**config.mk**
```make
export PLATFORM = sky130hd
export DESIGN_NAME = sdram_uart_dump
export DESIGN_NICKNAME = d
export VERILOG_FILES = /design/src/rtl/sdram_uart_dump.sv
export SDC_FILE = /design/constraint.sdc
export NUM_CORES = 1
export LEC_CHECK = 0
export BUFFER_PORTS_ARGS = -buffer_cell sky130_fd_sc_hd__buf_4
export CORE_ASPECT_RATIO = 1.1
export CORE_MARGIN = 3
export CORE_UTILIZATION = 53
export DETAILED_ROUTE_END_ITERATION = 8
export GPL_TIMING_DRIVEN = 0
export PLACE_DENSITY_LB_ADDON = 0.08
export SLEW_MARGIN = 20
export SYNTH_ARGS = -nofsm -noshare
export SYNTH_HDL_FRONTEND = slang
export SYNTH_SLANG_ARGS = --single-unit
```
**constraint.sdc**
```tcl
create_clock -name sys_clk -period 2.6 [get_ports sys_clk]
set_clock_uncertainty 0.05 [all_clocks]
set_input_delay 0.39 -clock sys_clk [delete_from_list [all_inputs] [get_ports sys_clk]]
set_output_delay 0.39 -clock sys_clk [all_outputs]
set_load 0.01 [all_outputs]
```
**src/rtl/sdram_uart_dump.sv**
```systemverilog
// Streams WORDS_PER_FRAME words from the SDRAM read FIFO out of a UART as A5 5A hi lo ... frames.
// Optional checksum trailer byte when DUMP_CHECKSUM_EN is defined.
module sdram_uart_dump #(
    parameter int          WORDS_PER_FRAME = 256,
    parameter logic [7:0]  CMD_BYTE        = 8'h52
) (
    input  logic        sys_clk,
    input  logic        sys_rst,
    input  logic        recv_done,
    input  logic [7:0]  recv_data,
    input  logic        sdram_init_done,
    output logic        rd_en,
    input  logic [15:0] rd_data,
    input  logic        tx_busy,
    output logic        send_en,
    output logic [7:0]  send_data,
    output logic        busy,
    output logic        frame_done
);

    localparam int             CW       = $clog2(WORDS_PER_FRAME + 1);
    localparam logic [CW-1:0]  LAST_CNT = CW'(WORDS_PER_FRAME);
    localparam logic [CW-1:0]  CNT_ONE  = CW'(1);

    typedef enum logic [3:0] {
        IDLE, HDR0, HDR1, POP, CAP, BYTE_HI, BYTE_LO,
`ifdef DUMP_CHECKSUM_EN
        TRAILER,
`endif
        DONE
    } state_t;

    // Per-byte handshake with the transmitter: wait idle, pulse, see busy rise, see busy fall.
    typedef enum logic [1:0] {
        TX_WAIT_IDLE, TX_WAIT_BUSY, TX_WAIT_DONE
    } tx_phase_t;

    state_t          state;
    state_t          next_after_byte_s;
    tx_phase_t       phase;
    logic [CW-1:0]   cnt;
    logic [15:0]     hold;
    logic [7:0]      tx_byte_s;
`ifdef DUMP_CHECKSUM_EN
    logic [7:0]      checksum;
`endif

    // Byte presented to the transmitter in each sending state.
    always_comb begin
        tx_byte_s = 8'h00;
        case (state)
            HDR0:    tx_byte_s = 8'hA5;
            HDR1:    tx_byte_s = 8'h5A;
            BYTE_HI: tx_byte_s = hold[15:8];
            BYTE_LO: tx_byte_s = hold[7:0];
`ifdef DUMP_CHECKSUM_EN
            TRAILER: tx_byte_s = checksum;
`endif
            default: tx_byte_s = 8'h00;
        endcase
    end

    // State that follows once the current byte has fully left the transmitter.
    always_comb begin
        next_after_byte_s = IDLE;
        case (state)
            HDR0:    next_after_byte_s = HDR1;
            HDR1:    next_after_byte_s = POP;
            BYTE_HI: next_after_byte_s = BYTE_LO;
            BYTE_LO: begin
                if (cnt == LAST_CNT) begin
`ifdef DUMP_CHECKSUM_EN
                    next_after_byte_s = TRAILER;
`else
                    next_after_byte_s = DONE;
`endif
                end else begin
                    next_after_byte_s = POP;
                end
            end
`ifdef DUMP_CHECKSUM_EN
            TRAILER: next_after_byte_s = DONE;
`endif
            default: next_after_byte_s = IDLE;
        endcase
    end

    // Frame sequencer with registered outputs.
    always_ff @(posedge sys_clk) begin
        if (sys_rst) begin
            state      <= IDLE;
            phase      <= TX_WAIT_IDLE;
            rd_en      <= 1'b0;
            send_en    <= 1'b0;
            send_data  <= 8'h00;
            busy       <= 1'b0;
            frame_done <= 1'b0;
            cnt        <= '0;
            hold       <= 16'h0000;
`ifdef DUMP_CHECKSUM_EN
            checksum   <= 8'h00;
`endif
        end else begin
            rd_en      <= 1'b0;
            send_en    <= 1'b0;
            frame_done <= 1'b0;
            case (state)
                IDLE: begin
                    phase <= TX_WAIT_IDLE;
                    if (recv_done && (recv_data == CMD_BYTE) && sdram_init_done) begin
                        state    <= HDR0;
                        busy     <= 1'b1;
                        cnt      <= '0;
`ifdef DUMP_CHECKSUM_EN
                        checksum <= 8'h00;
`endif
                    end else begin
                        busy <= 1'b0;
                    end
                end
`ifdef DUMP_CHECKSUM_EN
                HDR0, HDR1, BYTE_HI, BYTE_LO, TRAILER: begin
`else
                HDR0, HDR1, BYTE_HI, BYTE_LO: begin
`endif
                    case (phase)
                        TX_WAIT_IDLE: begin
                            if (!tx_busy) begin
                                send_en   <= 1'b1;
                                send_data <= tx_byte_s;
                                phase     <= TX_WAIT_BUSY;
                            end
                        end
                        TX_WAIT_BUSY: begin
                            if (tx_busy) begin
                                phase <= TX_WAIT_DONE;
                            end
                        end
                        TX_WAIT_DONE: begin
                            if (!tx_busy) begin
                                phase <= TX_WAIT_IDLE;
                                state <= next_after_byte_s;
                                // rd_en is raised on entry so the pulse coincides with POP.
                                rd_en <= (next_after_byte_s == POP);
                            end
                        end
                        default: phase <= TX_WAIT_IDLE;
                    endcase
                end
                POP: begin
                    state <= CAP;
                end
                CAP: begin
                    hold     <= rd_data;
                    cnt      <= cnt + CNT_ONE;
`ifdef DUMP_CHECKSUM_EN
                    checksum <= checksum + rd_data[15:8] + rd_data[7:0];
`endif
                    state    <= BYTE_HI;
                end
                DONE: begin
                    frame_done <= 1'b1;
                    state      <= IDLE;
                end
                default: begin
                    state <= IDLE;
                end
            endcase
        end
    end

endmodule

```
## Word-level counts from Yosys, hierarchy flattened

Index checks and enable logic that the tools add are counted.
W data, S select, Z words.

- Bitwise gates (word level): 4
- $add $sub $neg: 1
- Mux-type cells: 17
- Reductions and logical operators: 13
- Eq/ne operators: 18

Operator list:

| operator | count |
|---|---|
| $pmux W8 S4 | 1 |
| $pmux W9 S2 | 1 |
| $eq A4 B3 Y1 const B | 4 |
| $pmux W4 S4 | 1 |
| $eq A4 B2 Y1 const B | 3 |
| $mux W4 | 3 |
| $pmux W3 S4 | 1 |
| $add A9 B1 Y9 const B | 1 |
| $eq A9 B9 Y1 const B | 1 |
| $mux W9 | 1 |
| $ne A3 B3 Y1 const B | 3 |
| $eq A8 B7 Y1 const B | 1 |
| $reduce_or A4 Y1 | 2 |
| $mux W2 | 3 |
| $ne A2 B2 Y1 const B | 3 |
| $pmux W2 S3 | 1 |
| $reduce_and A3 Y1 | 2 |
| $eq A4 B1 Y1 const B | 1 |
| $logic_not A4 Y1 | 1 |
| $not A1 Y1 | 4 |
| $pmux W2 S2 | 1 |
| $reduce_and A4 Y1 | 1 |
| $reduce_bool A2 Y1 | 2 |
| $mux W1 | 3 |
| other kinds (7) | 8 |

- Register bits after elaboration: 43
- Output and inout port bits: 12

## Logic depth before layout (Yosys ltp)

Gate-level depths: netlist of run 1.

- Depth after elaboration: 6
- Gate-level depth with buffers: 9
- Gate-level depth less buffers: 6

## Worst setup path before layout of run 1

Ideal clock, no wire load.

- Kind: register -> register
- From: register state[0]
- To: register cnt[6]
- Stages on the path, launching flop included: 10
- Arrival: 1.699 ns
- Setup slack: 0.781 ns
- Library setup time: 0.070 ns
- Buffers on the path: 3
- Required time: 2.480 ns
- Cell sequence: dfxtp_1 > inv_1 > ha_1 > clkbuf_2 > and2_1 > buf_2 > a41oi_2 > buf_4 > or3_1 > a21oi_1

- Cells in the longest elaborated chain, start to end: 3
- Elaborated cells between the ends (all ways): 6
- Those cells by class: eq/ne: 2; mux: 1; reduce/logical: 3

Ends and longest elaborated chain:

| what | line | source |
|---|---|---|
| from (decl) | 38 | `state_t state;` |
| from (signal assigned) | 142 | `state <= next_after_byte_s;` |
| $eq A4 B3 Y1 or $logic_not A4 Y1 (tied branches) | 107 | `case (state)` |
| $reduce_bool A2 Y1 (no line) or $ne A2 B2 Y1 (tied branches) | n/a |  |
| $reduce_and A2 Y1 (no line) | n/a |  |
| to (signal assigned) | 155 | `cnt <= cnt + CNT_ONE;` |
| to (decl) | 41 | `logic [CW-1:0] cnt;` |

Several ways; a longest one is shown, not always the timed one.
A chain may end at the register's enable or synchronous reset.

## Final worst setup path of run 1

- From: register state[1]
- To: register send_data[0]

- Cells in the longest elaborated chain, start to end: 3
- Elaborated cells between the ends (all ways): 7
- Those cells by class: eq/ne: 4; mux: 1; reduce/logical: 2

Ends and longest elaborated chain:

| what | line | source |
|---|---|---|
| $eq A4 B1 Y1, or another cell as far along | 51, 107 |  |
| $reduce_or A4 Y1 | 107 |  |
| $reduce_and A3 Y1 (no line) | n/a |  |
| to (signal assigned) | 130 | `send_data <= tx_byte_s;` |
| to (decl) | 16 | `output logic [7:0] send_data,` |

Several ways; a longest one is shown, not always the timed one.

==> results of run 1 <==
-- logic make-up after synthesis --
logic type	after synthesis	share of synthesized area, %
AND/OR/NAND/NOR	98	25.9
multiplexers	1	0.526
AO/OA/AOI/OAI	62	20.1
flip-flops	42	44.2
adder cells (fa/ha/maj)	7	4.61
buffers and inverters	22	4.67
-- synth_stat cells (all sizes together) (2+ instances only) --
| master | instances |
|---|---|
| a21oi | 30 |
| a22oi | 2 |
| a311oi | 8 |
| and2 | 2 |
| buf | 7 |
| clkbuf | 9 |
| dfxtp | 42 |
| ha | 7 |
| inv | 6 |
| nand2 | 42 |
| nand2b | 4 |
| nand3 | 14 |
| nand4b | 2 |
| nor2 | 16 |
| nor3 | 2 |
| nor4 | 2 |
| o21ai | 11 |
| o31ai | 3 |
| or3 | 4 |
| or4 | 3 |
-- through the flow --
stage / setup slack, ns / cells
6_report: 0.475 / 326
5_1_grt: 0.283 / 326
4_1_cts: 0.466 / 326
3_5_place_dp: 0.499 / 319
3_3_place_gp: 0.497 / 319
2_1_floorplan: 0.781 / 232
-- worst max path at each step --
stage	startpoint	end	slack [ns]
6_report	state[1]$_SDFFE_PP0P_	send_data[0]$_SDFFE_PP0P_	0.47
5_1_grt	state[0]$_SDFFE_PP0P_	send_data[1]$_SDFFE_PP0P_	0.28
4_1_cts	state[0]$_SDFFE_PP0P_	send_data[0]$_SDFFE_PP0P_	0.47
3_5_place_dp	state[0]$_SDFFE_PP0P_	send_data[0]$_SDFFE_PP0P_	0.50
3_3_place_gp	state[0]$_SDFFE_PP0P_	send_data[1]$_SDFFE_PP0P_	0.50
2_1_floorplan	state[0]$_SDFFE_PP0P_	cnt[6]$_SDFFE_PP0P_	0.78
-- per-layer routing --
metal  routed length, µm  share of wire [%]  vias up  global-route usage, %
li1                    -                  -      913                      -
met4                  62                1.4        0                   8.82
met5                   0                  0        -                      0
met1                2110                 47      837                   29.6
met2                2120                 47       63                   33.2
met3                 246                5.4        7                   6.32
-- registers in the layout, indices dropped and copies added (netlist names) --
signal and flops:
busy 1, hold 16, state 3, rd_en 1, send_data 8, cnt 9
frame_done 1, phase 2, send_en 1
-- worst max-delay path: stages, from the launching register on --
cell      delay (ns)
dfxtp_1         0.42
inv_1           0.10
ha_1            0.30
nand2b_1        0.10
nor3_2          0.38
clkbuf_1        0.40
nor2_1          0.07
a311oi_1        0.23
-- layout make-up --
type	instances	area, µm²
repair buffers	39	293
multi-input cells	168	972
clock inverters	2	10.0
inverters	6	22.5
plain buffers	16	66.3
fillers	302	1080
flip-flops and latches	42	841
clock buffers	5	37.5
well taps	48	60.1
-- power groups by stage --
stage          logic, mW  clock network, mW  registers, mW
2_1_floorplan     0.0619                  0          0.679
4_1_cts            0.130              0.310          0.661
3_5_place_dp       0.130                  0          0.676
5_1_grt            0.145              0.336          0.663
3_3_place_gp       0.129                  0          0.675
6_report           0.130              0.311          0.661
==> impl_metrics.json, run 1 <==
{
  "outcome": "finished clean",
  "clk_pin_slew_ns": 0.12,
  "synth_flop_cell": "dfxtp_1",
  "min_delay_path_depth": 2,
  "finalSetupViolCount": 0,
  "switching_share_pct": 26.2,
  "dp_hpwl_um": 3290,
  "fin_setup_tns_ns": 0,
  "core_mm2": 0.00339,
  "core.rowCount": 22,
  "power.density_mw_per_mm2": 479,
  "holdPathEnd": "send_en$_SDFF_PP0_",
  "synth_cell_types": 40,
  "syn_area_per_cell_um2": 8.20,
  "layout_common_cells": "nand2_1, dfxtp_1, buf_4",
  "antenna_found_initial": 0,
  "first_pass_iters": 4,
  "die_area_mm2": 0.00434,
  "cp_max_fo": 10,
  "netSwitchingPower_uw": 289,
  "drtIter0Drc": 132,
  "final_area_mm2": 0.00230,
  "avgViaCountPerCell": 5.58,
  "grt_start_max_net_pins": 13,
  "max_freq_mhz": 471,
  "die_w_um": 63.1,
  "crit_path_start_kind": "register",
  "cp_data_arrival_time_ns": 2.36,
  "totalWireLength_um": 4540,
  "cts_buffer_depth": 2,
  "ys_seq_area_share_pct": 44.2,
  "ff2ff_path_depth": 7,
  "cts_setup_buffers": 0,
  "grt.overflow.total": 0,
  "fin_nets": 314,
  "syn_area_mm2": 0.00190,
  "p_leak_nw": 0.818,
  "grt_pass1_wl_um": 7220,
  "netlist_instances": 232,
  "critPathCaptureType": "register",
  "h-tree-depth": 2,
  "r2r-end": "send_data[0]$_SDFFE_PP0P_",
  "synth_top_area_share_pct": 44.2,
  "synth_edf_count": 0,
  "max_slew.worst_pin.slew_ns": 0.487,
  "required_ns": 2.83,
  "ctsHoldBuffers": 0,
  "dpl_cell_area_mm2": 0.00225,
  "yosysTopAreaCell": "dfxtp_1",
  "start_util_pct": 56.2,
  "syn_nets": 268,
  "io_buffers": 39,
  "pwr-share-clk_pct": 28.2,
  "cts_tree": "done",
  "hold_class": "in -> reg",
  "hold-worst-slack_ns": 0.189,
  "timing.reg2reg.setup_slack_ns": 0.47,
  "layout-drive-gt1-share_pct": 19.8,
  "sequentialPowerShare_pct": 60.0,
  "hold_start": "tx_busy",
  "post-route-period-util_pct": 81.7,
  "pin_count": 41,
  "total_power_mw": 1.10,
  "grt_pass1_vias": 1523,
  "synth_area_leaders": "dfxtp_1, nand2_1, a21oi_1",
  "gp_congestion": 0.787,
  "post_cts_resized": 0,
  "ant_nets": 0,
  "cts_root_buf": "clkbuf_4",
  "maxCapViolCount": 0,
  "comb_power_share_pct": 11.8,
  "ys_ff_latch": 42,
  "min_period_ns": 2.13,
  "ys_async_sr_fraction_pct": 0,
  "max_slew_margin_pct": 67.5,
  "yosys_warnings": 0,
  "cts_sinks": 42,
  "vias": 1820,
  "insertion_delay_ns": 0.35,
  "fin_util_pct": 68.0,
  "routedWlPerCell_um": 13.9,
  "n_antenna_cell": 0,
  "hold_viol": 0,
  "internal_power_uw": 813,
  "drc_errors": 0,
  "track_usage_pct": 21.9,
  "chipHeight_um": 68.8,
  "numCtsBuffers": 5,
  "slew_viol_final": 0,
  "area_delta_synth_final_pct": 21.1,
  "grt_setup_unrepaired": "false",
  "worstSetupPathType": "reg -> reg",
  "regToRegStartpoint": "state[1]$_SDFFE_PP0P_",
  "ir_worst_vdd_mv": 0.310
}
(Power assumes the default switching activity.)
==> run 2: changes to the inputs <==
--- a/config.mk
+++ b/config.mk
@@ -8,7 +8,7 @@
 export BUFFER_PORTS_ARGS = -buffer_cell sky130_fd_sc_hd__buf_4
 export CORE_ASPECT_RATIO = 1.1
 export CORE_MARGIN = 3
-export CORE_UTILIZATION = 53
+export CORE_UTILIZATION = 48
 export DETAILED_ROUTE_END_ITERATION = 8
 export GPL_TIMING_DRIVEN = 0
 export PLACE_DENSITY_LB_ADDON = 0.08
==> constraint.sdc (replaced) <==
create_clock -name sys_clk -period 1.73 [get_ports sys_clk]
set_clock_uncertainty 0.05 [all_clocks]
set_input_delay 0.2595 -clock sys_clk [delete_from_list [all_inputs] [get_ports sys_clk]]
set_output_delay 0.2595 -clock sys_clk [all_outputs]
set_load 0.01 [all_outputs]
==> impl_metrics.json, run 2 (synthesis results as in run 1) <==
{
  "globalRouteMet1Util_pct": 29.8,
  "hold_start": "tx_busy",
  "gp_congestion": 0.852,
  "worstSetupPathType": "reg -> reg",
  "vias": 1906,
  "first_pass_iters": 4,
  "ff2ff_path_depth": 7,
  "chipHeight_um": 72.0,
  "avgViaCountPerCell": 5.61,
  "cts_root_buf": "clkbuf_8",
  "crit_path_start": "state[0]$_SDFFE_PP0P_",
  "cts_buffer_depth": 2,
  "grt_pass1_wl_um": 8250,
  "drtIter0Drc": 83,
  "maxCapViolCount": 0,
  "cp_data_arrival_time_ns": 1.83,
  "die_area_mm2": 0.00475,
  "area_delta_synth_final_pct": 36.1,
  "insertion_delay_ns": 0.30,
  "cts_sinks": 42,
  "core.rowCount": 23,
  "layout_common_cells": "buf_4, nand2_1, dfxtp_1",
  "grt_start_max_net_pins": 15,
  "grt_setup_unrepaired": "false",
  "slew_viol_final": 0,
  "die_w_um": 66.0,
  "total_power_mw": 2.17,
  "regToRegStartpoint": "state[0]$_SDFFE_PP0P_",
  "min_delay_path_depth": 2,
  "use_met2_pct": 34.4,
  "p_leak_nw": 0.947,
  "outcome": "finished clean",
  "finalSetupViolCount": 0,
  "critPathCaptureType": "register",
  "n_antenna_cell": 0,
  "r2r-end": "cnt[6]$_SDFFE_PP0P_",
  "clk_pin_slew_ns": 0.09,
  "layout-drive-gt1-share_pct": 29.7,
  "fin_nets": 325,
  "cts_tree": "done",
  "start_util_pct": 51.2,
  "max_slew_margin_pct": 64.5,
  "grt_use_met3_pct": 3.56,
  "cp_max_fo": 6,
  "hold-worst-slack_ns": 0.142,
  "timing.reg2reg.setup_slack_ns": 0.09,
  "grt.busiest_layer": "met2",
  "holdPathEnd": "send_en$_SDFF_PP0_",
  "grt_pass1_vias": 1836,
  "max_slew.worst_pin.slew_ns": 0.532,
  "hold_class": "in -> reg",
  "fin_setup_tns_ns": 0,
  "ant_nets": 0,
  "place_inst": 321,
  "post-route-period-util_pct": 94.7,
  "grt.overflow.total": 0,
  "routedWlPerCell_um": 14.4,
  "h-tree-depth": 2,
  "crit_path_start_kind": "register",
  "io_buffers": 39,
  "antenna_found_initial": 0,
  "power.density_mw_per_mm2": 839,
  "pin_count": 41,
  "top_register": "hold",
  "core_mm2": 0.00371,
  "required_ns": 1.92,
  "largest_register_ffs": 16,
  "numCtsBuffers": 5,
  "min_period_ns": 1.64,
  "drc_errors": 0,
  "ctsHoldBuffers": 0,
  "layout.cells.non_filler": 340,
  "hold_viol": 0,
  "totalWireLength_um": 4910,
  "mostFrequentLayoutCell": "buf_4",
  "max_freq_mhz": 611,
  "dp_hpwl_um": 3290,
  "track_usage_pct": 22.1,
  "ir_worst_vdd_mv": 0.519,
  "reg_top3": "hold: 16 flops, cnt: 9 flops, send_data: 8 flops"
}
[run 2: cell count changes in the layout (fill, tap and decap cells not counted), moves of 2 or more]
cell	change
clkbuf_8	+5
dfxtp_1	-2
inv_1	-2
clkbuf_4	-4
bufinv_16	+2
inv_4	+2
buf_1	-4
clkbuf_2	+2
buf_6	+5
buf_4	+11
ha_1	-2
clkinv_2	-2
clkbuf_1	-3
[run 2: what timing repair did]
action,CTS,global route
endpoints found under the setup margin,30,27
cloned,1,0
pin swaps,7,6
buffers inserted,10,4
endpoints found under the hold margin,0,0
gates resized for setup,13,17
[run 2: worst max path at each step]
| stage | end | slack [ns] |
|---|---|---|
| 3_5_place_dp | send_data[0]$_SDFFE_PP0P_ | -0.27 |
| 5_1_grt | hold[14]$_SDFFE_PP0P_ | 0.005 |
| 2_1_floorplan | cnt[6]$_SDFFE_PP0P_ | -0.006 |
| 3_3_place_gp | send_data[0]$_SDFFE_PP0P_ | -0.26 |
| 6_report | cnt[6]$_SDFFE_PP0P_ | 0.09 |
| 4_1_cts | cnt[7]$_SDFFE_PP0P_ | 0.007 |
[run 2: worst max-delay path: stages (launching register included)]
cell,delay [ns]
dfxtp_2,0.35
inv_4,0.07
ha_4,0.16
buf_6,0.11
a41oi_4,0.17
buf_6,0.18
or3_4,0.36
a21oi_2,0.13
[run 2: metrics by stage]
stage,util (%),area [µm²],setup WS (ns)
5_1_grt,69.7,2590,0.00472
6_report,69.7,2590,0.0921
3_5_place_dp,61.5,2280,-0.267
4_1_cts,68.6,2540,0.00655
2_1_floorplan,-,1930,-0.00576
3_3_place_gp,61.5,2280,-0.263
[run 2: power by group]
part | switching, mW | internal [mW]
clock network | 0.358 | 0.578
registers | 0.0110 | 0.981
logic | 0.120 | 0.124
[run 2: area by class of cell]
| cell class | instances | area, µm² |
|---|---|---|
| Tap cell | 50 | 62.6 |
| Inverter | 6 | 27.5 |
| Buffer | 12 | 67.6 |
| Fill cell | 305 | 1120 |
| Timing Repair Buffer | 54 | 417 |
| Multi-Input combinational cell | 168 | 1030 |
| Clock buffer | 5 | 68.8 |
| Clock inverter | 3 | 68.8 |
| Sequential cell | 42 | 846 |
[run 2: per-layer routing]
layer / vias to the layer above / routed length [µm]
met1: 898 / 2250
met5: - / 0
met3: 13 / 194
met2: 56 / 2350
li1: 939 / -
met4: 0 / 114
==> run 3: changes to the inputs <==
--- a/config.mk
+++ b/config.mk
@@ -12,6 +12,7 @@
 export DETAILED_ROUTE_END_ITERATION = 8
 export GPL_TIMING_DRIVEN = 0
 export PLACE_DENSITY_LB_ADDON = 0.08
+export RECOVER_POWER = 25
 export SLEW_MARGIN = 20
 export SYNTH_ARGS = -nofsm -noshare
 export SYNTH_HDL_FRONTEND = slang
==> impl_metrics.json, run 3 (synthesis results as in run 1) <==
{
  "routedWlPerCell_um": 14.5,
  "r2r-end": "cnt[6]$_SDFFE_PP0P_",
  "antenna_found_initial": 0,
  "cp_data_arrival_time_ns": 1.83,
  "grt_start_max_net_pins": 15,
  "avgViaCountPerCell": 5.59,
  "cts_root_buf": "clkbuf_8",
  "layout-drive-gt1-share_pct": 25.5,
  "slowest_delay_ns": 0.36,
  "min_delay_path_depth": 2,
  "path_cells": "inv_4, ha_4, buf_6, a41oi_4, buf_6, or3_4, a21oi_2",
  "layout_common_cells": "nand2_1, dfxtp_1, buf_4",
  "max_slew_margin_pct": 64.9,
  "use_met2_pct": 34.4,
  "post-route-period-util_pct": 94.8,
  "drtIter0Drc": 86,
  "timing.reg2reg.setup_slack_ns": 0.09,
  "clk_pin_slew_ns": 0.09,
  "ant_nets": 0,
  "post-place-ws_ns": -0.267,
  "hold_start": "tx_busy",
  "drc_errors": 0,
  "h-tree-depth": 2,
  "numCtsBuffers": 5,
  "track_usage_pct": 22.1,
  "die_w_um": 66.0,
  "slew_viol_final": 0,
  "grt_setup_unrepaired": "false",
  "ff2ff_path_depth": 7,
  "outcome": "finished clean",
  "cp_max_fo": 6,
  "vias": 1899,
  "total_power_mw": 2.16,
  "top_register": "hold",
  "ctsHoldBuffers": 0,
  "pin_count": 41,
  "n_antenna_cell": 0,
  "area_delta_synth_final_pct": 33.8,
  "setup_slack_ns": 0.0902,
  "grt.overflow.total": 0,
  "cts_sinks": 42,
  "max_freq_mhz": 610,
  "ir_worst_vdd_mv": 0.517,
  "core_mm2": 0.00371,
  "crit_buf_inv": 3,
  "min_period_ns": 1.64,
  "dp_hpwl_um": 3290,
  "chipHeight_um": 72.0,
  "first_pass_iters": 4,
  "fin_setup_tns_ns": 0,
  "cts_buffer_depth": 2,
  "io_buffers": 39,
  "p_leak_nw": 0.896,
  "fin_nets": 325,
  "finalSetupViolCount": 0,
  "required_ns": 1.92,
  "insertion_delay_ns": 0.30,
  "grt_pass1_vias": 1836,
  "hold_viol": 0,
  "die_area_mm2": 0.00475,
  "max_slew.worst_pin.slew_ns": 0.526,
  "power.density_mw_per_mm2": 850,
  "fin_util_pct": 68.5,
  "mostFrequentLayoutCell": "nand2_1",
  "largest_register_ffs": 16,
  "crit_path_start_kind": "register",
  "hold_class": "in -> reg",
  "cpMostUsedCell": "buf_6",
  "holdPathEnd": "send_en$_SDFF_PP0_",
  "crit_family": "buffers and inverters",
  "grt_use_met3_pct": 3.56,
  "cts_tree": "done",
  "layout.cells.non_filler": 340,
  "maxCapViolCount": 0,
  "gp_congestion": 0.852,
  "globalRouteMet1Util_pct": 29.8,
  "reg_top3": "hold: 16 flops, cnt: 9 flops, send_data: 8 flops",
  "start_util_pct": 51.2,
  "grt.busiest_layer": "met2",
  "worstSetupPathType": "reg -> reg",
  "regToRegStartpoint": "state[0]$_SDFFE_PP0P_",
  "grt_pass1_wl_um": 8250,
  "critPathCaptureType": "register",
  "place_inst": 321,
  "totalWireLength_um": 4920,
  "core.rowCount": 23,
  "critPathSlowestCell": "or3_4"
}
[run 3: changes by cell type in the layout (fill, tap and decap cells not counted), sizes merged]
cell | before | now
clkbuf | 14 | 26
buf | 57 | 45
[run 3: worst max-delay path by stage]
stage                     startpoint                         to  slack [ns]  depth (start not counted)
2_1_floorplan  state[0]$_SDFFE_PP0P_        cnt[6]$_SDFFE_PP0P_      -0.006                          9
5_1_grt        state[2]$_SDFFE_PP0P_      hold[14]$_SDFFE_PP0P_       0.005                          5
6_report       state[0]$_SDFFE_PP0P_        cnt[6]$_SDFFE_PP0P_        0.09                          7
3_3_place_gp   state[0]$_SDFFE_PP0P_  send_data[0]$_SDFFE_PP0P_       -0.26                          7
4_1_cts        state[0]$_SDFFE_PP0P_        cnt[7]$_SDFFE_PP0P_       0.007                          9
3_5_place_dp   state[0]$_SDFFE_PP0P_  send_data[0]$_SDFFE_PP0P_       -0.27                          7
[run 3: cell type report]
cell class	count	area, µm²
Buffer	12	67.6
Clock buffer	5	68.8
Fill cell	313	1170
Sequential cell	42	846
Inverter	6	27.5
Timing Repair Buffer	54	372
Multi-Input combinational cell	168	1030
Clock inverter	3	68.8
Tap cell	50	62.6
[run 3: repair_timing]
action,in CTS,in global routing
endpoints found under the setup margin,30,27
pin swaps,7,6
gates resized for setup,13,17
setup buffers,10,4
gates cloned,1,0
[run 3: report_power, final]
group | internal [mW] | switching [mW]
sequential | 0.981 | 0.0108
clock | 0.578 | 0.357
combinational | 0.114 | 0.121
total | 1.67 | 0.489
[run 3: stage by stage]
stage	hold WS, ns	cell area, µm²
after CTS	0.136	2540
final	0.142	2540
after floorplan	0.288	1930
after global routing	0.148	2540
after global placement	0.390	2280
after detailed placement	0.394	2280
[run 3: layer usage]
layer | up-vias | wire length [µm]
li1 | 942 | -
met1 | 897 | 2270
met2 | 49 | 2330
met3 | 11 | 201
met4 | 0 | 110
met5 | - | 0
